File: src/rtl/pcie_tx_arb_pkg.sv
// Shared types and sizing helpers for the PCIe AXIS TX round-robin arbiter.
package pcie_tx_arb_pkg;

  // Channel count limits supported by the arbiter
  localparam int unsigned MIN_CH = 2;
  localparam int unsigned MAX_CH = 16;

  // Upper bound on the sim-only clock-to-q parameter
  localparam int unsigned MAX_TCQ = 100;

  // Arbiter ownership state
  typedef enum logic [0:0] {
    ST_IDLE  = 1'b0,
    ST_GRANT = 1'b1
  } arb_state_e;

  // Bits needed to index n channels (at least 1)
  function automatic int unsigned ch_width(input int unsigned n);
    return (n < 2) ? 1 : $clog2(n);
  endfunction

  // Bits needed to hold the values 0..max_val (at least 1)
  function automatic int unsigned cnt_width(input int unsigned max_val);
    return (max_val < 2) ? 1 : $clog2(max_val + 1);
  endfunction

endpackage

File: src/rtl/tx_arb_rr_pick.sv
// Round-robin pick: lowest requester at or above ptr, else lowest requester overall.
module tx_arb_rr_pick
  import pcie_tx_arb_pkg::*;
#(
  parameter int unsigned NUM_CH = 4,
  parameter int unsigned CH_W   = ch_width(NUM_CH)
) (
  input  logic [NUM_CH-1:0] req,
  input  logic [CH_W-1:0]   ptr,
  output logic [CH_W-1:0]   idx,
  output logic              any
);

  logic [NUM_CH-1:0] mask_hi;
  logic [NUM_CH-1:0] req_hi;

  // Mask off requesters below ptr, then priority-encode the masked and unmasked vectors
  always_comb begin
    mask_hi = '0;
    for (int i = 0; i < NUM_CH; i++) begin
      mask_hi[i] = (CH_W'(i) >= ptr);
    end
    req_hi = req & mask_hi;
    any    = |req;
    idx    = '0;
    // Wrap-around candidate: lowest set bit of the full request vector
    for (int i = NUM_CH - 1; i >= 0; i--) begin
      if (req[i]) idx = CH_W'(i);
    end
    // Preferred candidate: lowest set bit at or above ptr overrides the wrap choice
    for (int i = NUM_CH - 1; i >= 0; i--) begin
      if (req_hi[i]) idx = CH_W'(i);
    end
  end

endmodule

File: src/rtl/pcie_tx_arb_rr.sv
// Packet-granular round-robin arbiter merging N TLP sources onto one PCIe AXIS TX port.
module pcie_tx_arb_rr
  import pcie_tx_arb_pkg::*;
#(
  parameter int unsigned C_DATA_WIDTH = 64,
  parameter int unsigned KEEP_WIDTH   = C_DATA_WIDTH / 8,
  parameter int unsigned NUM_CH       = 4,
  parameter int unsigned MAX_PKTS     = 0,
  parameter int unsigned TIMEOUT_CYC  = 1024,
  parameter int unsigned TCQ          = 1
) (
  input  logic                             clk,
  input  logic                             sys_rst_n,
  input  logic                             s_axis_tx_tready,
  output logic [C_DATA_WIDTH-1:0]          s_axis_tx_tdata,
  output logic [KEEP_WIDTH-1:0]            s_axis_tx_tkeep,
  output logic                             s_axis_tx_tlast,
  output logic                             s_axis_tx_tvalid,
  output logic                             tx_src_dsc,
  input  logic [NUM_CH-1:0]                ch_req,
  output logic [NUM_CH-1:0]                ch_ack,
  output logic [NUM_CH-1:0]                ch_tready,
  input  logic [NUM_CH*C_DATA_WIDTH-1:0]   ch_tdata,
  input  logic [NUM_CH*KEEP_WIDTH-1:0]     ch_tkeep,
  input  logic [NUM_CH-1:0]                ch_tlast,
  input  logic [NUM_CH-1:0]                ch_tvalid,
  input  logic [NUM_CH-1:0]                ch_src_dsc,
  output logic [$clog2(NUM_CH)-1:0]        grant_id,
  output logic                             timeout_err
);

  localparam int unsigned CH_W   = ch_width(NUM_CH);
  localparam int unsigned PKT_W  = cnt_width(MAX_PKTS);
  localparam int unsigned IDLE_W = cnt_width(TIMEOUT_CYC);

  // Reject unsupported configurations at elaboration
  if (NUM_CH < MIN_CH || NUM_CH > MAX_CH) begin : g_bad_num_ch
    $error("pcie_tx_arb_rr: NUM_CH must be in 2..16");
  end
  // TCQ is a sim-only parameter kept for wrapper compatibility; the RTL adds no delays
  if (TCQ > MAX_TCQ) begin : g_bad_tcq
    $error("pcie_tx_arb_rr: implausible TCQ value");
  end

  arb_state_e          state_q, state_d;
  logic [NUM_CH-1:0]   ch_ack_q, ch_ack_d;
  logic [CH_W-1:0]     grant_id_q, grant_id_d;
  logic [CH_W-1:0]     rr_ptr_q, rr_ptr_d;
  logic                in_pkt_q, in_pkt_d;
  logic [PKT_W-1:0]    pkt_cnt_q, pkt_cnt_d;
  logic [IDLE_W-1:0]   idle_cnt_q, idle_cnt_d;
  logic                timeout_err_q, timeout_err_d;

  logic [CH_W-1:0]     pick_idx;
  logic                pick_any;
  logic                beat_c;
  logic                pkt_end_c;
  logic                others_req_c;
  logic                rel_req_c;
  logic                rel_quota_c;
  logic                rel_tmo_c;
  logic [CH_W-1:0]     next_ptr_c;

  tx_arb_rr_pick #(
    .NUM_CH (NUM_CH),
    .CH_W   (CH_W)
  ) u_pick (
    .req (ch_req),
    .ptr (rr_ptr_q),
    .idx (pick_idx),
    .any (pick_any)
  );

  // Output mux straight from the registered grant; non-owners are never ready
  always_comb begin
    s_axis_tx_tdata  = ch_tdata[grant_id_q*C_DATA_WIDTH +: C_DATA_WIDTH];
    s_axis_tx_tkeep  = ch_tkeep[grant_id_q*KEEP_WIDTH +: KEEP_WIDTH];
    s_axis_tx_tlast  = ch_tlast[grant_id_q];
    tx_src_dsc       = ch_src_dsc[grant_id_q];
    s_axis_tx_tvalid = (|ch_ack_q) & ch_tvalid[grant_id_q];
    ch_tready        = ch_ack_q & {NUM_CH{s_axis_tx_tready}};
    ch_ack           = ch_ack_q;
    grant_id         = grant_id_q;
    timeout_err      = timeout_err_q;
  end

  // Beat/packet-end detection and the three release conditions
  always_comb begin
    beat_c       = s_axis_tx_tvalid & s_axis_tx_tready;
    // A discontinued beat terminates the packet exactly like tlast
    pkt_end_c    = beat_c & (s_axis_tx_tlast | tx_src_dsc);
    others_req_c = |(ch_req & ~ch_ack_q);
    next_ptr_c   = (grant_id_q == CH_W'(NUM_CH - 1)) ? '0 : grant_id_q + CH_W'(1);
    // Owner withdrew between packets with nothing presented on the bus
    rel_req_c    = !ch_req[grant_id_q] && !in_pkt_q && !s_axis_tx_tvalid;
    // Quota used up on this packet end while someone else is waiting
    rel_quota_c  = (MAX_PKTS > 0) && pkt_end_c && others_req_c &&
                   (pkt_cnt_q >= PKT_W'(MAX_PKTS - 1));
    // Owner held the grant idle between packets for too long
    rel_tmo_c    = (TIMEOUT_CYC > 0) && !in_pkt_q && !s_axis_tx_tvalid &&
                   (idle_cnt_q == IDLE_W'(TIMEOUT_CYC - 1));
  end

  // Next-state: grant selection in IDLE, packet tracking and release in GRANT
  always_comb begin
    state_d       = state_q;
    ch_ack_d      = ch_ack_q;
    grant_id_d    = grant_id_q;
    rr_ptr_d      = rr_ptr_q;
    in_pkt_d      = in_pkt_q;
    pkt_cnt_d     = pkt_cnt_q;
    idle_cnt_d    = idle_cnt_q;
    timeout_err_d = 1'b0;

    case (state_q)
      ST_IDLE: begin
        if (pick_any) begin
          state_d    = ST_GRANT;
          ch_ack_d   = NUM_CH'(1) << pick_idx;
          grant_id_d = pick_idx;
          in_pkt_d   = 1'b0;
          pkt_cnt_d  = '0;
          idle_cnt_d = '0;
        end
      end

      ST_GRANT: begin
        if (beat_c) begin
          in_pkt_d = !pkt_end_c;
        end
        // Packet counter saturates at the quota when nobody else is asking
        if ((MAX_PKTS > 0) && pkt_end_c && (pkt_cnt_q < PKT_W'(MAX_PKTS))) begin
          pkt_cnt_d = pkt_cnt_q + PKT_W'(1);
        end
        if (beat_c || in_pkt_q) begin
          idle_cnt_d = '0;
        end else if (idle_cnt_q != '1) begin
          idle_cnt_d = idle_cnt_q + IDLE_W'(1);
        end
        if (rel_req_c || rel_quota_c || rel_tmo_c) begin
          state_d       = ST_IDLE;
          ch_ack_d      = '0;
          rr_ptr_d      = next_ptr_c;
          in_pkt_d      = 1'b0;
          // A voluntary release in the same cycle is not reported as a timeout
          timeout_err_d = rel_tmo_c && !rel_req_c && !rel_quota_c;
        end
      end

      default: begin
        state_d  = ST_IDLE;
        ch_ack_d = '0;
      end
    endcase
  end

  // State and counter registers
  always_ff @(posedge clk or negedge sys_rst_n) begin
    if (!sys_rst_n) begin
      state_q       <= ST_IDLE;
      ch_ack_q      <= '0;
      grant_id_q    <= '0;
      rr_ptr_q      <= '0;
      in_pkt_q      <= 1'b0;
      pkt_cnt_q     <= '0;
      idle_cnt_q    <= '0;
      timeout_err_q <= 1'b0;
    end else begin
      state_q       <= state_d;
      ch_ack_q      <= ch_ack_d;
      grant_id_q    <= grant_id_d;
      rr_ptr_q      <= rr_ptr_d;
      in_pkt_q      <= in_pkt_d;
      pkt_cnt_q     <= pkt_cnt_d;
      idle_cnt_q    <= idle_cnt_d;
      timeout_err_q <= timeout_err_d;
    end
  end

endmodule

File: config.mk
export PLATFORM = sky130hd
export DESIGN_NAME = pcie_tx_arb_rr
export DESIGN_NICKNAME = d
export VERILOG_FILES = /design/src/rtl/pcie_tx_arb_pkg.sv /design/src/rtl/tx_arb_rr_pick.sv /design/src/rtl/pcie_tx_arb_rr.sv
export SDC_FILE = /design/constraint.sdc
export NUM_CORES = 1
export LEC_CHECK = 0
export ABC_AREA = 0
export CORE_AREA = 2 2 154 156
export CTS_CLUSTER_SIZE = 25
export DETAILED_ROUTE_END_ITERATION = 12
export DIE_AREA = 0 0 156 158
export PLACE_DENSITY_LB_ADDON = 0.15
export SYNTH_ARGS = -nofsm -noshare
export SYNTH_HDL_FRONTEND = slang
export SYNTH_SLANG_ARGS = --single-unit
File: constraint.sdc
create_clock -name clk -period 2.2 [get_ports clk]
set_input_delay 0.22 -clock clk [delete_from_list [all_inputs] [get_ports clk]]
set_output_delay 0.22 -clock clk [all_outputs]
set_load 0.01 [all_outputs]
# Word-level counts from Yosys, hierarchy flattened
# Index checks and enable logic that the tools add are counted.
# word_totals
regBits	22
input_bits	307
out_inout_bits	86
# op_classes
n_addsub	2
order_cmp	5
n_eq_ne	7
shifts	3
muxes	33
n_bitwise	7
n_reduce_logical	19
# ops
op	count
256-bit by 9-bit indexed part select with 64-bit output	1
11-bit 2-to-1 mux	3
32-bit by 6-bit indexed part select with 8-bit output	1
11-bit one-hot mux with 2 select lines	1
2-bit 2-to-1 mux	9
11-bit by 1-bit adder with 11-bit output, second input constant	1
11-bit by 10-bit equality test with 1-bit output, second input constant	1
1-bit 2-to-1 mux	11
11-bit != test, second input constant	1
2-bit AND reduction	5
4-bit AND	2
1-bit binary-select mux with 2-bit select	4
4-bit 2-to-1 mux	2
4-bit one-hot mux with 2 select lines	1
4-bit OR reduction	2
3-bit by 1-bit != test with 1-bit output, second input constant	2
1-bit logical AND	5
1-bit logical NOT	5
1-bit by 2-bit >= comparator with 1-bit output, first input constant	2
2-bit >= comparator, first input constant	2
1-bit one-hot mux with 2 select lines	2
1-bit by 2-bit << shifter with 4-bit output, first input constant	1
1-bit AND	3
2-bit by 3-bit less-than comparator with 1-bit output, second input constant	1
7 further kinds	8

# Logic depth before layout (Yosys ltp)
# depth
ltp_word	11
ltp_mapped	6

# Hierarchy
# A second synthesis with hierarchy kept.
# unflattened
hier_cells	229
area_unflattened_um2	3045.4
# modules_own_cells
mod	instances	cells_per_inst	area_per_inst_um2	seq_area_each_um2
pcie_tx_arb_rr	1	217	2967.8	550.5
tx_arb_rr_pick	1	12	77.6	0.0

# Worst setup path before layout
# Ideal clock, no wire load.
# synth_timing
path_kind	reg2reg
start	register grant_id_q[0] (netlist: grant_id[0])
end	register rr_ptr_q[0]
arrival_time_ns	1.945
path_slack_ns	0.130
path_stages_with_launch	6
period_less_slack_ns	2.070
path_cell_list	dfrtp_1 -> buf_6 -> mux4_2 -> o41a_4 -> or3_4 -> mux2_4
# synth_between
elab_chain_cells	8
# synth_rtl
item	line	text
start: declaration	pcie_tx_arb_rr.sv:47	logic [CH_W-1:0] grant_id_q, grant_id_d;
start signal: assignment	pcie_tx_arb_rr.sv:171	grant_id_q <= grant_id_d;
1-bit binary-select mux with 2-bit select (*)	pcie_tx_arb_rr.sv:80	s_axis_tx_tvalid = (|ch_ack_q) & ch_tvalid[grant_id_q];
1-bit 2-to-1 mux (not written as such) (*)	pcie_tx_arb_rr.sv:80	
1-bit AND (*)	pcie_tx_arb_rr.sv:80	
via s_axis_tx_tvalid	pcie_tx_arb_rr.sv:18	output logic s_axis_tx_tvalid,
1-bit logical NOT (*)	pcie_tx_arb_rr.sv:95, pcie_tx_arb_rr.sv:100	
1-bit logical AND (2 in series)	pcie_tx_arb_rr.sv:100	rel_tmo_c = (TIMEOUT_CYC > 0) && !in_pkt_q && !s_axis_tx_tvalid &&
1-bit logical OR (*)	pcie_tx_arb_rr.sv:140	if (rel_req_c || rel_quota_c || rel_tmo_c) begin
2-bit AND reduction (no line) (*)	-	
end signal: assignment	pcie_tx_arb_rr.sv:172	rr_ptr_q <= rr_ptr_d;
end: declaration	pcie_tx_arb_rr.sv:48	logic [CH_W-1:0] rr_ptr_q, rr_ptr_d;
# Mark *: on every way through the listed nets, which the timed path passes. The rest lies on a longest branch. The select of a mux whose other input is x is not followed.
# A chain may end at the register's enable or synchronous reset.

# Final worst setup path
# layout_timing
start	register grant_id_q[0] (netlist: grant_id[0])
end	output s_axis_tx_tdata[28]
# layout_between
elab_chain_cells	1
# layout_rtl
item	line	text
256-bit by 9-bit indexed part select with 64-bit output	pcie_tx_arb_rr.sv:76	s_axis_tx_tdata = ch_tdata[grant_id_q*C_DATA_WIDTH +: C_DATA_WIDTH];
end: declaration	pcie_tx_arb_rr.sv:15	output logic [C_DATA_WIDTH-1:0] s_axis_tx_tdata,
# No other way between the ends.

==> impl_metrics.toml <==
[detailed_routing]
routed_wl_mm = 22.0
drt-vias-per-instance = 4.38
remaining_antenna_violation_count_after_routing = 0
initialDrtViolationCount = 176
drt_pass1_iterations = 4
drcViolationCount = 0
wl_per_cell_um = 23.5
detailroute.via_count = 4105

[placed_design]
post_dp_cell_area_um2 = 7480
port_bufs = 392
globalplace.congestion = 0.835
dpl.cell_count = 907
place.detailed.hpwl_mm = 19.0
post-place-ws_ns = 0.0326

[clock_tree]
clkSlewWorstSetupHoldPaths_ns = 0.06
clk_root_buffer_cell = "clkbuf_16"
worstSkewPairLatency_ns = 0.25
htreeDepth = 1
hold_buf_count_cts = 0
cts_max_path_buffers = 2
cts-buffers-inserted = 3
clock_sink_count = 22
clock_tree_from_tritoncts = "built"

[global_route]
groute.layer.met1.usage = 0.198
grt_busiest_layer = "met2"
vias_in_the_first_global_route = 4366
global_route.usage.met2 = 0.287
grt_first_pass_wirelength_mm = 29.6
grt_max_degree = 60
grt_overflow = 0
groute.usage.overall = 0.165
use_met3 = 0.0649
grt_antenna_before_repair = 6

[sta]
worst-slew-pin-transition_ns = 0.506
post-route-worst-setup-slack_ns = 0.0655
finalCritPeriodShare = 0.970
max_freq_mhz = 468
max_slew_violation_count = 0
final.setup.tns_ns = 0
max_slew_margin = 0.660
hold_viol_final = 0
setup_repair_after_global_routing_missed_its_margin = "false"
layout_min_cycle_time_ns = 2.13
setup-violations-final = 0
worst_clock_skew_ns = 0.00321

[critical_path]
timing_worst_setup_path_type = "flip-flop to primary output"
critical_path_data_required_time_ns = 1.98
path_delay_family = "buffers and inverters"
critical_path.startpoint_type = "flip-flop"
critPathCaptureType = "primary output"
timing.critical_path.fanout_max = 15
critical_path_buf_inv_count = 4
crit_slowest_cell = "dfrtp_4"
critical-path-max-stage-delay_ns = 0.50
cp_data_arrival_time_ns = 1.91
worstPathCellList = "buf_12 > buf_16 > buf_4 > mux4_2 > dlygate4sd2_1"

[layout]
area.sequential_um2 = 558
drive_above_1_share = 0.210
final_cell_area_um2 = 7790
finalNetCount = 954
area_growth_from_synthesis_to_layout_pct = 153
stdcell_count = 938
filler_cell_count = 2290
multiInputGateArea_um2 = 2440

[yosys]
yosys_warnings = 0
post_synth_mux_area_share = 0.576
synth-async-reset-ratio = 1.00
synth_top_family_by_area = "multiplexers"
leading_cell_types_by_total_area_after_synthesis = "mux4_2 56%, dfrtp_1 18%, a21oi_1 1.8%"
synth_fa_ha_area_frac = 0.00812
synth.largest_area_cell = "mux4_2"
synthTopCellsByCount = "76 x mux4_2, 22 x dfrtp_1, 13 x clkbuf_1, 11 x a21oi_1, 8 x inv_1"
syn_avg_cell_area_um2 = 13.6
cell_area_synth_um2 = 3080
most_used_standard_cell_by_instance_count_after_synthesis = "mux4_2"
synth-edff-count = 0
dominantRegCellSynth = "dfrtp_1"
synth-xor-area-share = 0
synth_compound_area_frac = 0.114
synthCells = 227
postSynthNetCount = 536
seq_area_frac_synth = 0.179
synth_cell_type_count = 44
synth_seq_cells = 22
synth_largest_type_area_fraction = 0.556
synth-simple-area-share = 0.0816

[pwr]
powerDensity_nw_per_um2 = 892
vdd_ir_drop_max_mv = 0.388
fin_total_pwr_mw = 6.95
leakage_nw = 2.94

[floorplanning]
design.portCount = 393
fp-row-count = 56
initial_utilization = 0.134
die_width_um = 156
design.die.area_um2 = 24600
core_area_um2 = 23100
die_span_y_um = 158

[run]
maxCapViolations = 0

[worst_hold_path]
min_path_type = "input port to async pin"

[outcome]
status = "finished, final reports clean"
## placed cells by master (no fill, tap or decap), types with 3 or more instances in the layout
cell and n:
clkbuf_16 3, inv_1 8, clkdlybuf4s50_1 317, diode_2 4
o41a_1 3, a21oi_1 11, o2bb2ai_1 3, dfrtp_1 20
mux4_2 76, nor2_1 6, nor3_1 3, nor4_1 3
buf_6 3, a31oi_1 5, and4_1 3, nand2_1 7
buf_4 31, nand2b_1 3, and2_1 4, and3_1 3
o21ai_0 5, nand4_1 5, dlygate4sd2_1 71, nand3_1 5
clkdlybuf4s15_1 4, buf_12 6
## report_power, final
group,internal [mW],switching (mW)
Clock,0.247,0.141
Combinational,3.43,2.38
Sequential,0.527,0.221
Total,4.20,2.74
## cell families (layout without fill, tap and decap cells)
group | Yosys count | in the layout
other cells | 0 | 4
simple gates | 45 | 45
compound gates | 47 | 47
fa+ha+maj | 2 | 2
flops | 22 | 22
mux | 81 | 81
buf+inv | 30 | 447
## per-stage QoR
stage	hold WS [ns]	utilization
CTS	0.342	0.332
global placement	0.524	0.324
detailed placement	0.538	0.324
global route	0.361	0.337
floorplan	-0.0756	-
finish	0.332	0.338
## registers in the layout, summed over array words and instances (netlist names)
register,count
idle_cnt_q,11
ch_ack,4
grant_id,2
rr_ptr_q,2
in_pkt_q,1
state_q,1
timeout_err,1
## area by class of cell
cell class                 instances  share of cell area
clock buffer                       4              0.0101
timing repair buffer             435               0.553
sequential                        22              0.0717
antenna                            4             0.00129
tap                              290              0.0466
inverter                           8             0.00386
multi-input combinational        175               0.313
## metal layers
metal	routed length [um]	vias up	share of wire
li1	-	1857	-
met1	8380	2023	0.38
met2	11300	199	0.51
met3	2090	18	0.095
met4	229	8	0.010
met5	52	-	0.0024
## repair_timing
item / 4_1_cts / 5_1_grt
gates resized for setup: 80 / 10
pin swaps: 0 / 4
setup endpoints to repair: 75 / 17
setup buffers: 10 / 12
cloned: 2 / 0
## path summary, 6_finish.rpt
kind | startpoint | endpoint | slack [ns] | depth (start not counted)
setup / recovery | grant_id[0]$_DFFE_PN0P_ | s_axis_tx_tdata[28] | 0.07 | 5
hold / removal | sys_rst_n | idle_cnt_q[5]$_DFFE_PN0P_ | 0.33 | 2
setup reg to reg | grant_id[0]$_DFFE_PN0P_ | ch_ack[0]$_DFFE_PN0P_ | 0.11 | 6
hold reg to reg | idle_cnt_q[3]$_DFFE_PN0P_ | idle_cnt_q[3]$_DFFE_PN0P_ | 0.55 | 1
max in group asynchronous | sys_rst_n | grant_id[1]$_DFFE_PN0P_ | 1.60 | 2
min in group clk | idle_cnt_q[3]$_DFFE_PN0P_ | idle_cnt_q[3]$_DFFE_PN0P_ | 0.55 | 1
Power figures use the tool's default switching activity.
